File: src/rtl/ipe_viol_ctrl_pkg.sv
// Shared definitions for the IPE / bootcode violation controller:
// register offsets, violation bit indices, address classes and FSM states.
package ipe_viol_ctrl_pkg;

    // Register byte offsets from the block base address
    localparam int VIOLFLG_OFF  = 0;
    localparam int VIOLADDR_OFF = 2;
    localparam int VIOLCNT_OFF  = 4;

    // Violation strobe bit positions inside viol_in / VIOLFLG
    localparam int NUM_VIOL   = 8;
    localparam int VB_IPE_FE  = 0;
    localparam int VB_IPE_EU  = 1;
    localparam int VB_IPE_DMA = 2;
    localparam int VB_IPE_DBG = 3;
    localparam int VB_BC_FE   = 4;
    localparam int VB_BC_EU   = 5;
    localparam int VB_BC_DMA  = 6;
    localparam int VB_BC_DBG  = 7;

    // Address-source classes, listed from highest to lowest capture priority
    localparam int NUM_CLASS = 4;
    localparam int CLS_FE    = 0;
    localparam int CLS_EU    = 1;
    localparam int CLS_DMA   = 2;
    localparam int CLS_DBG   = 3;

    // Event counter saturates here
    localparam logic [7:0] CNT_MAX = 8'hFF;

    typedef enum logic [1:0] {
        ST_IDLE = 2'd0,
        ST_REQ  = 2'd1,
        ST_ACK  = 2'd2,
        ST_PUC  = 2'd3
    } viol_state_e;

    // IPE and bootcode strobes of the same class share one address source,
    // so fold the two nibbles into a per-class hit vector.
    function automatic logic [NUM_CLASS-1:0] viol_class_hits(input logic [NUM_VIOL-1:0] viol);
        return viol[VB_IPE_DBG:VB_IPE_FE] | viol[VB_BC_DBG:VB_BC_FE];
    endfunction

endpackage

File: src/rtl/viol_addr_sel.sv
// Priority selector picking the address to capture for a violation event:
// fetch > execution unit > DMA > debug.
module viol_addr_sel
    import ipe_viol_ctrl_pkg::*;
(
    input  logic [NUM_VIOL-1:0] viol_in,
    input  logic [15:0]         fe_pc_nxt,
    input  logic [15:0]         eu_mab,
    input  logic [15:0]         dma_addr,
    input  logic [15:0]         dbg_mem_addr,
    output logic [15:0]         cap_addr
);

    logic [NUM_CLASS-1:0] class_hit;

    assign class_hit = viol_class_hits(viol_in);

    // Highest-priority active class wins; zero when no strobe is set
    always_comb begin
        cap_addr = 16'h0000;
        if (class_hit[CLS_FE]) begin
            cap_addr = fe_pc_nxt;
        end else if (class_hit[CLS_EU]) begin
            cap_addr = eu_mab;
        end else if (class_hit[CLS_DMA]) begin
            cap_addr = dma_addr;
        end else if (class_hit[CLS_DBG]) begin
            cap_addr = dbg_mem_addr;
        end
    end

endmodule

File: src/rtl/ipe_viol_ctrl.sv
// IPE / bootcode violation controller: sticky flags, first-violation address
// capture, saturating event count, and NMI / PUC escalation FSM.
module ipe_viol_ctrl
    import ipe_viol_ctrl_pkg::*;
#(
    parameter logic [14:0] BASE_ADDR = 15'h05B0,
    parameter int          DEC_WD    = 3,
    parameter int          TIMEOUT   = 16
) (
    input  logic        mclk,
    input  logic        puc_rst,
    input  logic [13:0] per_addr,
    input  logic [15:0] per_din,
    input  logic        per_en,
    input  logic [1:0]  per_we,
    input  logic [7:0]  viol_in,
    input  logic [15:0] fe_pc_nxt,
    input  logic [15:0] eu_mab,
    input  logic [15:0] dma_addr,
    input  logic [15:0] dbg_mem_addr,
    input  logic        puc_on_violation,
    input  logic        nmi_acc,
    output logic [15:0] per_dout,
    output logic        viol_nmi,
    output logic        viol_puc_req,
    output logic        viol_pending
);

    // Register offsets narrowed to the decoder width
    localparam logic [DEC_WD-1:0] OFF_FLG  = DEC_WD'(VIOLFLG_OFF);
    localparam logic [DEC_WD-1:0] OFF_ADDR = DEC_WD'(VIOLADDR_OFF);
    localparam logic [DEC_WD-1:0] OFF_CNT  = DEC_WD'(VIOLCNT_OFF);

    // Timer value in the last REQ cycle before escalating to PUC
    localparam logic [7:0] TMO_LAST = 8'(TIMEOUT - 1);

    // ------------------------------------------------------------------
    // State
    // ------------------------------------------------------------------
    viol_state_e  state_q, state_d;
    logic [7:0]   timer_q, timer_d;
    logic [7:0]   flg_q,   flg_d;
    logic [15:0]  addr_q,  addr_d;
    logic [7:0]   cnt_q,   cnt_d;

    // ------------------------------------------------------------------
    // Peripheral bus decode (per_addr is a word address, offsets are bytes)
    // ------------------------------------------------------------------
    logic              reg_sel;
    logic [DEC_WD-1:0] reg_off;
    logic              rd_en;
    logic              wr_any;
    logic              flg_wr;
    logic              cnt_wr;

    assign reg_sel = per_en & (per_addr[13:DEC_WD-1] == BASE_ADDR[14:DEC_WD]);
    assign reg_off = {per_addr[DEC_WD-2:0], 1'b0};
    assign rd_en   = reg_sel & ~(|per_we);
    assign wr_any  = reg_sel & (|per_we);
    // Flags live in the low byte, so only a low-byte write can clear them
    assign flg_wr  = wr_any & per_we[0] & (reg_off == OFF_FLG);
    assign cnt_wr  = wr_any & (reg_off == OFF_CNT);

    // High byte of the write data has no destination in this block
    logic unused_din_hi;
    assign unused_din_hi = &{1'b0, per_din[15:8]};

    // ------------------------------------------------------------------
    // Violation event and capture address
    // ------------------------------------------------------------------
    logic        viol_evt;
    logic [15:0] cap_addr;

    assign viol_evt = |viol_in;

    viol_addr_sel u_addr_sel (
        .viol_in      (viol_in),
        .fe_pc_nxt    (fe_pc_nxt),
        .eu_mab       (eu_mab),
        .dma_addr     (dma_addr),
        .dbg_mem_addr (dbg_mem_addr),
        .cap_addr     (cap_addr)
    );

    // Next values of the software-visible registers
    always_comb begin
        // New strobes are ORed in after the clear so a same-cycle set survives
        flg_d = (flg_q & ~(flg_wr ? per_din[7:0] : 8'h00)) | viol_in;

        // Only the first violation since the flags were all clear is kept
        addr_d = addr_q;
        if (viol_evt && (flg_q == 8'h00)) begin
            addr_d = cap_addr;
        end

        // A write clears the count, but an event in the same cycle still counts
        cnt_d = cnt_q;
        if (cnt_wr) begin
            cnt_d = viol_evt ? 8'd1 : 8'd0;
        end else if (viol_evt && (cnt_q != CNT_MAX)) begin
            cnt_d = cnt_q + 8'd1;
        end
    end

    // Escalation FSM next-state and REQ timer
    always_comb begin
        state_d = state_q;
        timer_d = 8'h00;
        unique case (state_q)
            ST_IDLE: begin
                if (viol_evt) begin
                    state_d = puc_on_violation ? ST_PUC : ST_REQ;
                end
            end
            ST_REQ: begin
                // Acceptance in the final timer cycle still counts as in time
                if (nmi_acc) begin
                    state_d = ST_ACK;
                end else if (timer_q == TMO_LAST) begin
                    state_d = ST_PUC;
                end else begin
                    timer_d = timer_q + 8'd1;
                end
            end
            ST_ACK: begin
                // A fresh violation re-arms the NMI with a fresh timer
                if (viol_evt) begin
                    state_d = ST_REQ;
                end else if (flg_q == 8'h00) begin
                    state_d = ST_IDLE;
                end
            end
            ST_PUC: begin
                state_d = ST_IDLE;
            end
            default: begin
                state_d = ST_IDLE;
            end
        endcase
    end

    // State registers with asynchronous reset so NMI drops immediately
    always_ff @(posedge mclk or posedge puc_rst) begin
        if (puc_rst) begin
            state_q <= ST_IDLE;
            timer_q <= 8'h00;
            flg_q   <= 8'h00;
            addr_q  <= 16'h0000;
            cnt_q   <= 8'h00;
        end else begin
            state_q <= state_d;
            timer_q <= timer_d;
            flg_q   <= flg_d;
            addr_q  <= addr_d;
            cnt_q   <= cnt_d;
        end
    end

    // Combinational register read, zero when not selected
    always_comb begin
        per_dout = 16'h0000;
        if (rd_en) begin
            if (reg_off == OFF_FLG) begin
                per_dout = {8'h00, flg_q};
            end else if (reg_off == OFF_ADDR) begin
                per_dout = addr_q;
            end else if (reg_off == OFF_CNT) begin
                per_dout = {8'h00, cnt_q};
            end
        end
    end

    assign viol_nmi     = (state_q == ST_REQ);
    assign viol_puc_req = (state_q == ST_PUC);
    assign viol_pending = |flg_q;

endmodule
File: config.mk
export PLATFORM = sky130hd
export DESIGN_NAME = ipe_viol_ctrl
export DESIGN_NICKNAME = d
export VERILOG_FILES = /design/src/rtl/ipe_viol_ctrl_pkg.sv /design/src/rtl/viol_addr_sel.sv /design/src/rtl/ipe_viol_ctrl.sv
export SDC_FILE = /design/constraint.sdc
export NUM_CORES = 1
export LEC_CHECK = 0
export CAP_MARGIN = 20
export CORE_MARGIN = 1.5
export CORE_UTILIZATION = 40
export DETAILED_ROUTE_END_ITERATION = 10
export GPL_ROUTABILITY_DRIVEN = 0
export PLACE_DENSITY = 0.78
export SETUP_SLACK_MARGIN = 0.15
export SYNTH_ARGS = -nofsm -noshare
export SYNTH_HDL_FRONTEND = slang
export SYNTH_SLANG_ARGS = --single-unit
export TNS_END_PERCENT = 20
File: constraint.sdc
create_clock -name mclk -period 4.3 [get_ports mclk]
set_input_delay 1.29 -clock mclk [delete_from_list [all_inputs] [get_ports mclk]]
set_output_delay 1.29 -clock mclk [all_outputs]
set_load 0.01 [all_outputs]
Word level (Yosys, flattened, before mapping):

Cells that the tools add are included.

* bits of input ports: 109
* register bits: 42
* output and inout bits: 19
* logic and storage cells: 61

* reductions and logical operators: 10
* add/sub/neg operators: 2
* mux-type cells: 22
* bitwise logic cells: 11
* eq/ne operators: 11

Operators by type and width (count)
* 2-to-1 mux 16 bit: 7
* 2-to-1 mux 8 bit: 7
* adder 8 x 1 -> 8 bit, second input constant: 2
* OR reduction 8 bit: 2
* equality test 12 x 8 -> 1 bit, second input constant: 1
* 2-to-1 mux 2 bit: 6
* bitwise AND 8 bit: 1
* equality test 8 x 4 -> 1 bit, second input constant: 1
* logical NOT 8 bit: 1
* != test 8 bit, second input constant: 1
* inverter 8 bit: 1
* bitwise OR 8 bit: 1
* one-hot mux 2 bit (4 select lines): 1
* bitwise AND 1 bit: 6
* equality test 2 bit, second input constant: 3
* equality test 2 x 1 -> 1 bit, second input constant: 2
* bitwise OR 4 bit: 1
* logical NOT 3 bit: 1
* != test 3 x 2 -> 1 bit, second input constant: 1
* != test 3 bit, second input constant: 1
* AND reduction 3 bit: 1
* logical AND 1 bit: 2
* logical NOT 2 bit: 1
* != test 2 bit, second input constant: 1
* 4 further kinds: 4

Longest topological paths before layout:

Gate-level depths: netlist (run 1).

* depth after elaboration: 9
* gate-level depth with buffers: 6
* mapped depth without buffers: 5

Hierarchy:

Synthesis (run 1) repeated with hierarchy kept, for this count alone.

* cells, all modules: 292
* area, all modules: 2846.5 µm²

By module, submodules not included
* ipe_viol_ctrl: seq. area each 1051.0 µm², instances 1, cells each 215, area an instance 2302.2 µm²
* viol_addr_sel: seq. area each 0.0 µm², instances 1, cells each 77, area an instance 544.3 µm²

Worst setup path before layout (run 1):

Ideal clock, no wire load.

* path type: in2out
* start: input per_addr[8]
* end: output per_dout[10]
* cell stages on the path: 4
* slack: 0.512 ns
* buffers on the path: 0
* required time: 3.010 ns
* data arrival time: 2.498 ns
* cells stage by stage: nor4b_1 -> nand4_1 -> nor3b_2 -> and2_1

* cells in the longest elaborated chain, start to end: 4

RTL lines
* start, declared: line ipe_viol_ctrl.sv:12 `input logic [13:0] per_addr,`
* equality test 12 x 8 -> 1 bit: line ipe_viol_ctrl.sv:56 `assign reg_sel = per_en & (per_addr[13:DEC_WD-1] == BASE_ADDR[14:DEC_WD]);`
* bitwise AND 1 bit: line ipe_viol_ctrl.sv:56
* bitwise AND 1 bit: line ipe_viol_ctrl.sv:58 `assign rd_en = reg_sel & ~(|per_we);`
* 2-to-1 mux 16 bit: line ipe_viol_ctrl.sv:162 `if (rd_en) begin`
* end, declared: line ipe_viol_ctrl.sv:23 `output logic [15:0] per_dout,`

Every way passes these cells.

Worst setup path after layout (run 1):

* start: input per_addr[13]
* end: output per_dout[11]

Same word-level chain as after synthesis.

==> results of run 1 <==
-- cell usage in the layout (no fill, tap or decap), types with 3 or more instances in the layout --
master / Yosys / layout
clkdlybuf4s50_1: 0 / 89
nor2_1: 46 / 45
dfrtp_1: 42 / 42
nand2_1: 31 / 31
dlygate4sd2_1: 0 / 27
o21ai_0: 21 / 21
buf_4: 0 / 20
a31oi_1: 18 / 18
inv_1: 18 / 18
o211ai_1: 16 / 16
o311ai_0: 14 / 14
a21oi_1: 13 / 13
mux2i_1: 11 / 11
and2_1: 10 / 10
a21o_1: 9 / 9
nand3_1: 7 / 7
nor3_1: 5 / 5
clkbuf_8: 0 / 5
nand4_1: 4 / 4
nor4_1: 4 / 4
nor2b_1: 3 / 3
and3_1: 3 / 3
xnor2_1: 3 / 3
-- area by class of cell --
cell class | count | area, um2 | share of cell area (%)
clock inverters | 3 | 40.0 | 0.941
inverters | 18 | 67.6 | 1.59
multi-input cells | 252 | 1580 | 37.2
repair buffers | 142 | 1340 | 31.6
flip-flops and latches | 42 | 1050 | 24.7
clock buffers | 5 | 68.8 | 1.62
well taps | 80 | 100 | 2.35
-- cells by family (layout without fill, tap and decap cells) --
family                     count (synthesis)  in the layout
and+or+nand+nor                          135            135
AOI/OAI and AO/OA                         99             99
DFF                                       42             42
buffers and inverters                     39            168
muxes                                     11             11
xor gates and xnor gates                   5              5
adders and majority gates                  2              2
-- critical path, cell delays in order --
cell and delay, ns:
dlygate4sd2_1 0.27, nor4bb_4 0.30, nand4_1 0.17, nor3b_2 0.19, buf_4 0.16, buf_6 0.10
and2_1 0.11, dlygate4sd2_1 0.26
-- routing by layer --
layer	GRT usage [%]	wire (um)	up-vias
met3	5.00	484	11
met5	0	0	-
met1	27.7	3380	1410
li1	-	-	1491
met2	42.2	4170	96
met4	5.72	127	0
-- worst max-delay path by stage --
| stage | endpoint | slack (ns) | depth (start not counted) |
|---|---|---|---|
| CTS | per_dout[2] | 0.08 | 6 |
| finish | per_dout[11] | 0.14 | 8 |
| floorplan | per_dout[10] | 0.51 | 4 |
| global placement | per_dout[15] | -0.38 | 7 |
| detailed placement | per_dout[15] | -0.42 | 7 |
| global route | per_dout[11] | 0.02 | 8 |
-- timing repair --
item | in CTS | in global routing
pin swaps | 6 | 2
endpoints found under the setup margin | 16 | 9
gates cloned | 0 | 0
buffers inserted | 3 | 0
gates resized for setup | 42 | 1
-- through the flow --
stage / setup TNS [ns] / setup WS, ns
CTS: 0 / 0.0821
global placement: -5.04 / -0.376
floorplan: 0 / 0.512
detailed placement: -5.27 / -0.418
finish: 0 / 0.141
global route: 0 / 0.0247
-- registers in the layout, summed over array words and instances, names as in the netlist --
name and count:
flg_q 8, state_q 2, cnt_q 8, addr_q 16, timer_q 8
-- where the power goes --
group / switching (mW) / total, mW / internal, mW / leakage [nW]
combinational: 0.156 / 0.355 / 0.199 / 1.24
sequential: 0.0742 / 0.517 / 0.443 / 0.523
clock: 0.134 / 0.305 / 0.171 / 0.0579
total: 0.364 / 1.18 / 0.813 / 1.82
==> flow_summary.ini, run 1 <==
[routing]
post_drt_wl_per_cell_um = 15.1
via_per_inst = 5.55
routed-via-count = 3008
first_iter_violations = 137
detail_route.first_pass.iterations = 4
route.detailed.drc = 0
drt.antenna.violating_nets = 0
route.final.wire_length_um = 8170

[setup_path]
timing_worst_setup_path_type = primary input to output pin
startpoint = per_addr[13]
critPathMaxFanout = 6
setup.worst_path.start_class = primary input
worstReg2RegStart = flg_q[7]$_DFF_PP0_
worst_r2r_endpoint = addr_q[9]$_DFFE_PP0P_
timing.reg2reg.setup_slack_ns = 2.35
timing.reg2reg.worst_path_depth = 4
critPathCaptureType = output pin
worstPathRequired_ns = 3.01
worst_ep_arrival_time_ns = 2.87

[yosys]
synth_top_area_cell = dfrtp_1
synthMostInstantiatedCell = nor2_1
synth_seq_area_share_pct = 38.1
simple_gate_fraction_of_synth_area_pct = 25.1
post_synth_inst_count = 333
post_synthesis_async_set_or_reset_flop_share_pct = 100
synth_commonest_cells = nor2_1, dfrtp_1, nand2_1
synth_top_family_by_area = simple AND/OR/NAND/NOR gates
yosys_warnings = 0
synth_xor_area_share_pct = 1.59
synth-seq-cells = 42
post_synth.cell_area_avg_um2 = 8.28
compound_gate_fraction_of_synth_area_pct = 24.4
syn-num-nets = 444
post_synth_instance_area_um2 = 2760
netlist_top_cells_area = dfrtp_1, nor2_1, o311ai_0
ys.flop_type = dfrtp_1
synthMuxAreaShare_pct = 3.99
yosys.area_share.adder_pct = 0.907
synthDistinctLibCells = 47
area_share_of_the_largest_cell_type_after_synthesis_pct = 38.1
number_of_synthesized_flops_with_an_enable_pin = 0

[timing]
setup_viol = 0
slew_violations = 0
timing.final.crit_share_pct = 96.7
rsz0062_at_grt = yes
final-hold-violation-count = 0
timing.slew.headroom_pct = 43.9
worst_hold_slack_ns = 0.458
finClkSkew_ns = 0.00620
maxClockFrequency_mhz = 240
final_min_period_ns = 4.16
worst_pin_slew_ns = 0.839

[die]
placement_rows = 30
top_level_ports = 128
initial_utilization_pct = 41.1
die_boundary_height_um = 86.1
dieWidth_um = 86.1
coreArea_um2 = 6720
die-area_um2 = 7400

[finish]
nets_finish = 572
syn2layout_area_growth_pct = 54.2
drive_above_1_share_pct = 9.74
filler_free_cell_count_of_the_finished_design = 542
n_fill_cell = 595
antennaDiodeCount = 0
final_core_utilization_pct = 63.3
final_area_um2 = 4250

[clocking]
clk_latency_ns = 0.29
cts.reportedPaths.clkPinSlew_ns = 0.07
cts.sink_count = 42
cts_hold_repair.buffers = 0
clock_tree.htree_level_count = 2
number_of_cts_inserted_buffers = 5
cts_root_buffer = clkbuf_8
clockBufferDepth = 2
tritoncts = yes

[global_routing]
pin_count_of_the_biggest_net_entering_global_routing = 43
grt_overflow = 0
antenna_found_initial = 0
track_usage_pct = 23.2
first_global_vias = 2918
grt_first_pass_wirelength_um = 13600

[worst_hold_path]
hp-class = register to register
whs_path_depth = 1
worstHoldStart = timer_q[0]$_DFF_PP0_
hold_end = timer_q[0]$_DFF_PP0_

[pwr]
leakage_nw = 1.82
cellPowerDensity_nw_per_um2 = 277
total_power_mw = 1.18
vdd_ir_drop_max_mv = 0.188

[run]
maxCapViolations = 0

[run_status]
outcome = complete, no violations

[placement]
port_buffers = 119
post-place-cells = 531
dpl-instance-area_um2 = 4120
detailed_place_hpwl_um = 6470
Power figures use the tool's default switching activity.
==> run 2, diff against run 1 <==
--- a/config.mk
+++ b/config.mk
@@ -6,7 +6,7 @@
 export NUM_CORES = 1
 export LEC_CHECK = 0
 export CAP_MARGIN = 20
-export CORE_MARGIN = 1.5
+export CORE_MARGIN = 2
 export CORE_UTILIZATION = 40
 export DETAILED_ROUTE_END_ITERATION = 10
 export GPL_ROUTABILITY_DRIVEN = 0
==> flow_summary.ini, run 2 (synthesis results as in run 1) <==
[placement]
post-place-cells = 532
port_buffers = 119
detailed_place_hpwl_um = 6490

[pwr]
vdd_ir_drop_max_mv = 0.140
leakage_nw = 1.83
cellPowerDensity_nw_per_um2 = 263

[finish]
filler_free_cell_count_of_the_finished_design = 544
final_common_cell = clkdlybuf4s50_1
number_of_flip_flops_in_the_largest_register = 16
top_register = addr_q
nets_finish = 574
drive_above_1_share_pct = 12.9
n_fill_cell = 600
antennaDiodeCount = 0
syn2layout_area_growth_pct = 56.4
layout_common_cells = clkdlybuf4s50_1, nor2_1, dfrtp_1

[clocking]
clock_tree.htree_level_count = 2
cts_root_buffer = clkbuf_8
cts.reportedPaths.clkPinSlew_ns = 0.08
cts.sink_count = 42
tritoncts = yes
number_of_cts_inserted_buffers = 5
clockBufferDepth = 2
clk_latency_ns = 0.29

[global_routing]
grt_first_pass_wirelength_um = 13200
first_global_vias = 2874
grt_overflow = 0
track_usage_pct = 21.8
antenna_found_initial = 0
pin_count_of_the_biggest_net_entering_global_routing = 35

[setup_path]
worstPathCellList = clkdlybuf4s50_1 -> nor3b_2 -> nand4_1 -> nor3b_2 -> buf_4 -> buf_4 -> and2_4 -> buf_2
critPathCaptureType = output pin
timing_worst_setup_path_type = primary input to output pin
cp_slowest_cell = clkdlybuf4s50_1
critPathMaxFanout = 2
worst_ep_arrival_time_ns = 2.83
startpoint = per_we[1]
worstPathRequired_ns = 3.01
cpPeakStageDelay_ns = 0.46
setup.worst_path.start_class = primary input
worstReg2RegStart = flg_q[6]$_DFF_PP0_
timing.reg2reg.setup_slack_ns = 2.37

[timing]
timing.slew.headroom_pct = 43.1
maxClockFrequency_mhz = 243
setup_viol = 0
timing.final.crit_share_pct = 95.8
rsz0062_at_grt = no
worst_pin_slew_ns = 0.853
tns_ns = 0
final-hold-violation-count = 0
slew_violations = 0
final_min_period_ns = 4.12
worst_hold_slack_ns = 0.464
finClkSkew_ns = 0.00627

[die]
placement_rows = 30
top_level_ports = 128
die_boundary_height_um = 87.1
dieWidth_um = 87.1
initial_utilization_pct = 41.1
coreArea_um2 = 6720
die-area_um2 = 7580

[routing]
route.detailed.drc = 0
via_per_inst = 5.54
routed-via-count = 3013
route.final.wire_length_um = 8290
drt.antenna.violating_nets = 0
post_drt_wl_per_cell_um = 15.2
first_iter_violations = 123
detail_route.first_pass.iterations = 4

[run_status]
outcome = complete, no violations

[worst_hold_path]
hp-class = register to register
worstHoldStart = timer_q[0]$_DFF_PP0_

[run]
maxCapViolations = 0
-- run 2: cell types whose count changed in the layout (fill, tap and decap cells not counted), moves of 2 or more --
cell,before,now
and2_1,10,3
and2_4,0,7
buf_4,20,22
buf_6,2,7
clkdlybuf4s50_1,89,91
dlygate4sd2_1,27,17
dlymetal6s2s_1,1,3
-- run 2: stage by stage --
stage | total power, mW | area (um2) | utilization [%] | worst slack (ns)
2_1_floorplan | 0.697 | 2760 | - | 0.512
3_3_place_gp | 0.860 | 4130 | 61.5 | -0.357
3_5_place_dp | 0.873 | 4130 | 61.5 | -0.420
4_1_cts | 1.14 | 4240 | 63.1 | 0.126
5_1_grt | 1.20 | 4310 | 64.2 | 0.137
6_report | 1.14 | 4310 | 64.2 | 0.182
-- run 2: routing by layer --
metal	wire (um)	track usage, %	share of wire, %	vias up
met3	628	4.93	7.6	11
met5	0	0	0	-
met1	3300	27.1	40	1405
met2	4260	38.1	51	114
met4	106	5.40	1.3	0
li1	-	-	-	1483
-- run 2: critical path, delay by kind of cell --
family	cells	cell delay (ns)
simple gates	4	0.70
buf+inv	4	0.84
-- run 2: final timing paths --
kind	endpoint	cells past startpoint
setup / recovery	per_dout[11]	8
hold / removal	timer_q[0]$_DFF_PP0_	1
setup reg to reg	addr_q[14]$_DFFE_PP0P_	4
hold reg to reg	timer_q[0]$_DFF_PP0_	1
max in group asynchronous	flg_q[5]$_DFF_PP0_	4
min in group asynchronous	state_q[0]$_DFFE_PP0P_	2
-- run 2: cell type report --
class	instances	area (um2)	share of cell area, %
inverters	18	67.6	1.57
clock inverters	2	12.5	0.290
well taps	80	100	2.32
clock buffers	6	82.6	1.91
flip-flops and latches	42	1050	24.4
multi-input cells	252	1600	37.1
repair buffers	144	1400	32.4
-- run 2: power by group --
group	switching [mW]	total, mW	internal [mW]
combinational	0.155	0.358	0.203
clock	0.133	0.262	0.129
sequential	0.0712	0.514	0.443
total	0.360	1.14	0.775
-- run 2: what timing repair did --
item / CTS / global route
buffers inserted: 3 / 0
pin swaps: 5 / 4
hold buffers: 0 / 0
resized for setup: 58 / 14
endpoints found under the hold margin: 0 / 0
setup endpoints to repair: 16 / 9
==> run 3, diff against run 2 <==
--- a/config.mk
+++ b/config.mk
@@ -7,10 +7,10 @@
 export LEC_CHECK = 0
 export CAP_MARGIN = 20
 export CORE_MARGIN = 2
-export CORE_UTILIZATION = 40
+export CORE_UTILIZATION = 37
 export DETAILED_ROUTE_END_ITERATION = 10
 export GPL_ROUTABILITY_DRIVEN = 0
-export PLACE_DENSITY = 0.78
+export PLACE_DENSITY = 0.73
 export SETUP_SLACK_MARGIN = 0.15
 export SYNTH_ARGS = -nofsm -noshare
 export SYNTH_HDL_FRONTEND = slang
==> flow_summary.ini, run 3 (synthesis results as in run 1) <==
[setup_path]
timing.reg2reg.worst_path_depth = 4
cpPeakStageDelay_ns = 0.30
startpoint = per_addr[2]
cp_top_family = buffers and inverters
critical_path_buf_inv_count = 4
timing.critical_path.to = per_dout[5]
critical_path_depth = 7
worstPathCellList = dlygate4sd2_1 -> and4bb_2 -> nand4_1 -> buf_6 -> buf_4 -> nor2_1 -> dlygate4sd2_1
setup.worst_path.start_class = primary input
critPathMaxFanout = 6
critPathCaptureType = output pin
worst_ep_arrival_time_ns = 2.78
cp_slowest_cell = and4bb_2
worst_r2r_endpoint = addr_q[1]$_DFFE_PP0P_
timing.critical_path.mode_cell = dlygate4sd2_1
worstReg2RegStart = flg_q[3]$_DFF_PP0_
timing.reg2reg.setup_slack_ns = 2.33
timing_worst_setup_path_type = primary input to output pin
worstPathRequired_ns = 3.01

[global_routing]
grt_overflow = 0
track_usage_pct = 23.3
pin_count_of_the_biggest_net_entering_global_routing = 43
grt_first_pass_wirelength_um = 15500
antenna_found_initial = 0
first_global_vias = 3210

[routing]
route.detailed.drc = 0
routed-via-count = 3134
drt.antenna.violating_nets = 0
route.final.wire_length_um = 9400
via_per_inst = 5.43
post_drt_wl_per_cell_um = 16.3
first_iter_violations = 149
detail_route.first_pass.iterations = 5

[die]
initial_utilization_pct = 38.0
die_boundary_height_um = 90.4
dieWidth_um = 90.4
die-area_um2 = 8160
coreArea_um2 = 7250
top_level_ports = 128
placement_rows = 31

[finish]
layout_common_cells = clkdlybuf4s50_1, nor2_1, dfrtp_1
multi_input_gate_area_in_the_final_layout_um2 = 1590
nets_finish = 588
seqCellArea_um2 = 1050
antennaDiodeCount = 0
filler_free_cell_count_of_the_finished_design = 577
final_common_cell = clkdlybuf4s50_1
drive_above_1_share_pct = 15.7
top_register = addr_q
number_of_flip_flops_in_the_largest_register = 16
n_fill_cell = 665
syn2layout_area_growth_pct = 58.6

[clocking]
cts.sink_count = 42
clockBufferDepth = 2
cts_root_buffer = clkbuf_8
tritoncts = yes
cts_hold_repair.buffers = 0
clk_latency_ns = 0.30
cts.reportedPaths.clkPinSlew_ns = 0.08
clock_tree.htree_level_count = 2
number_of_cts_inserted_buffers = 5

[timing]
maxClockFrequency_mhz = 246
worst_pin_slew_ns = 0.883
timing.slew.headroom_pct = 41.1
tns_ns = 0
timing.final.crit_share_pct = 94.6
rsz0062_at_grt = no
final-hold-violation-count = 0
finClkSkew_ns = 0.00670
final_critical_path_setup_slack_ns = 0.231
final_min_period_ns = 4.07
setup_viol = 0
worst_hold_slack_ns = 0.463
slew_violations = 0

[worst_hold_path]
hp-class = register to register
whs_path_depth = 1

[placement]
detailed_place_hpwl_um = 7090
post_place_worst_slack_ns = -0.556
port_buffers = 119
post-place-cells = 552

[run]
maxCapViolations = 0

[pwr]
cellPowerDensity_nw_per_um2 = 275
leakage_nw = 1.87
vdd_ir_drop_max_mv = 0.142
p_clk_share_pct = 26.5
power_switching_uw = 383
power_report.internal_total_uw = 819
seqPwrFrac_pct = 43.0
power.share.combinational_pct = 30.5
switching_share_pct = 31.8

[run_status]
outcome = complete, no violations
-- run 3: cell count changes in the layout (fill, tap and decap cells not counted), moves of 3 or more --
cell | previous run | this run
buf_4 | 22 | 36
and2_4 | 7 | 3
clkbuf_2 | 0 | 6
buf_2 | 2 | 5
and2_1 | 3 | 7
dlymetal6s2s_1 | 3 | 0
clkdlybuf4s50_1 | 91 | 88
-- run 3: per-stage QoR --
| step | cell area, um2 | total power, mW | util [%] |
|---|---|---|---|
| after floorplan | 2760 | 0.697 | - |
| after global placement | 4160 | 0.865 | 57.4 |
| after detailed placement | 4160 | 0.881 | 57.4 |
| after CTS | 4390 | 1.20 | 60.5 |
| after global routing | 4380 | 1.27 | 60.3 |
| final | 4380 | 1.20 | 60.3 |
-- run 3: power groups by stage --
stage | registers, mW | clock network [mW] | logic (mW)
final | 0.517 | 0.318 | 0.367
after detailed placement | 0.519 | 0 | 0.361
after CTS | 0.512 | 0.319 | 0.365
after floorplan | 0.494 | 0 | 0.203
after global placement | 0.514 | 0 | 0.351
after global routing | 0.524 | 0.337 | 0.405
-- run 3: layer usage --
metal  track usage [%]  vias to the layer above  routed length (um)
li1                  -                     1516                   -
met4              5.51                        0                 126
met1              28.4                     1485                3960
met5                 0                        -                   0
met3              6.18                       13                 593
met2              41.2                      120                4720
-- run 3: cell type report --
class                   instances  area share (%)
multi-input cells             252            36.4
repair buffers                158            32.7
flip-flops and latches         42            24.0
well taps                      99            2.83
clock buffers                   6            1.66
inverters                      18            1.54
clock inverters                 2           0.858
-- run 3: worst min path at each step --
stage                         start              endpoint  slack [ns]
6_report       timer_q[0]$_DFF_PP0_  timer_q[0]$_DFF_PP0_        0.46
5_1_grt        timer_q[0]$_DFF_PP0_  timer_q[0]$_DFF_PP0_        0.49
4_1_cts        timer_q[0]$_DFF_PP0_  timer_q[0]$_DFF_PP0_        0.47
3_5_place_dp   timer_q[0]$_DFF_PP0_  timer_q[0]$_DFF_PP0_        0.46
3_3_place_gp   timer_q[0]$_DFF_PP0_  timer_q[0]$_DFF_PP0_        0.45
2_1_floorplan  timer_q[0]$_DFF_PP0_  timer_q[0]$_DFF_PP0_        0.43
-- run 3: repair_timing --
item / in CTS / in global routing
setup buffers: 16 / 1
pin swaps: 7 / 5
endpoints found under the setup margin: 16 / 13
gates resized for setup: 69 / 12
-- run 3: worst reg2reg max path, cell delays in order (launching register included) --
cell and delay (ns):
dfrtp_1 0.42, nor4_1 0.39, o211a_1 0.80, nor2_1 0.11, a31oi_1 0.17
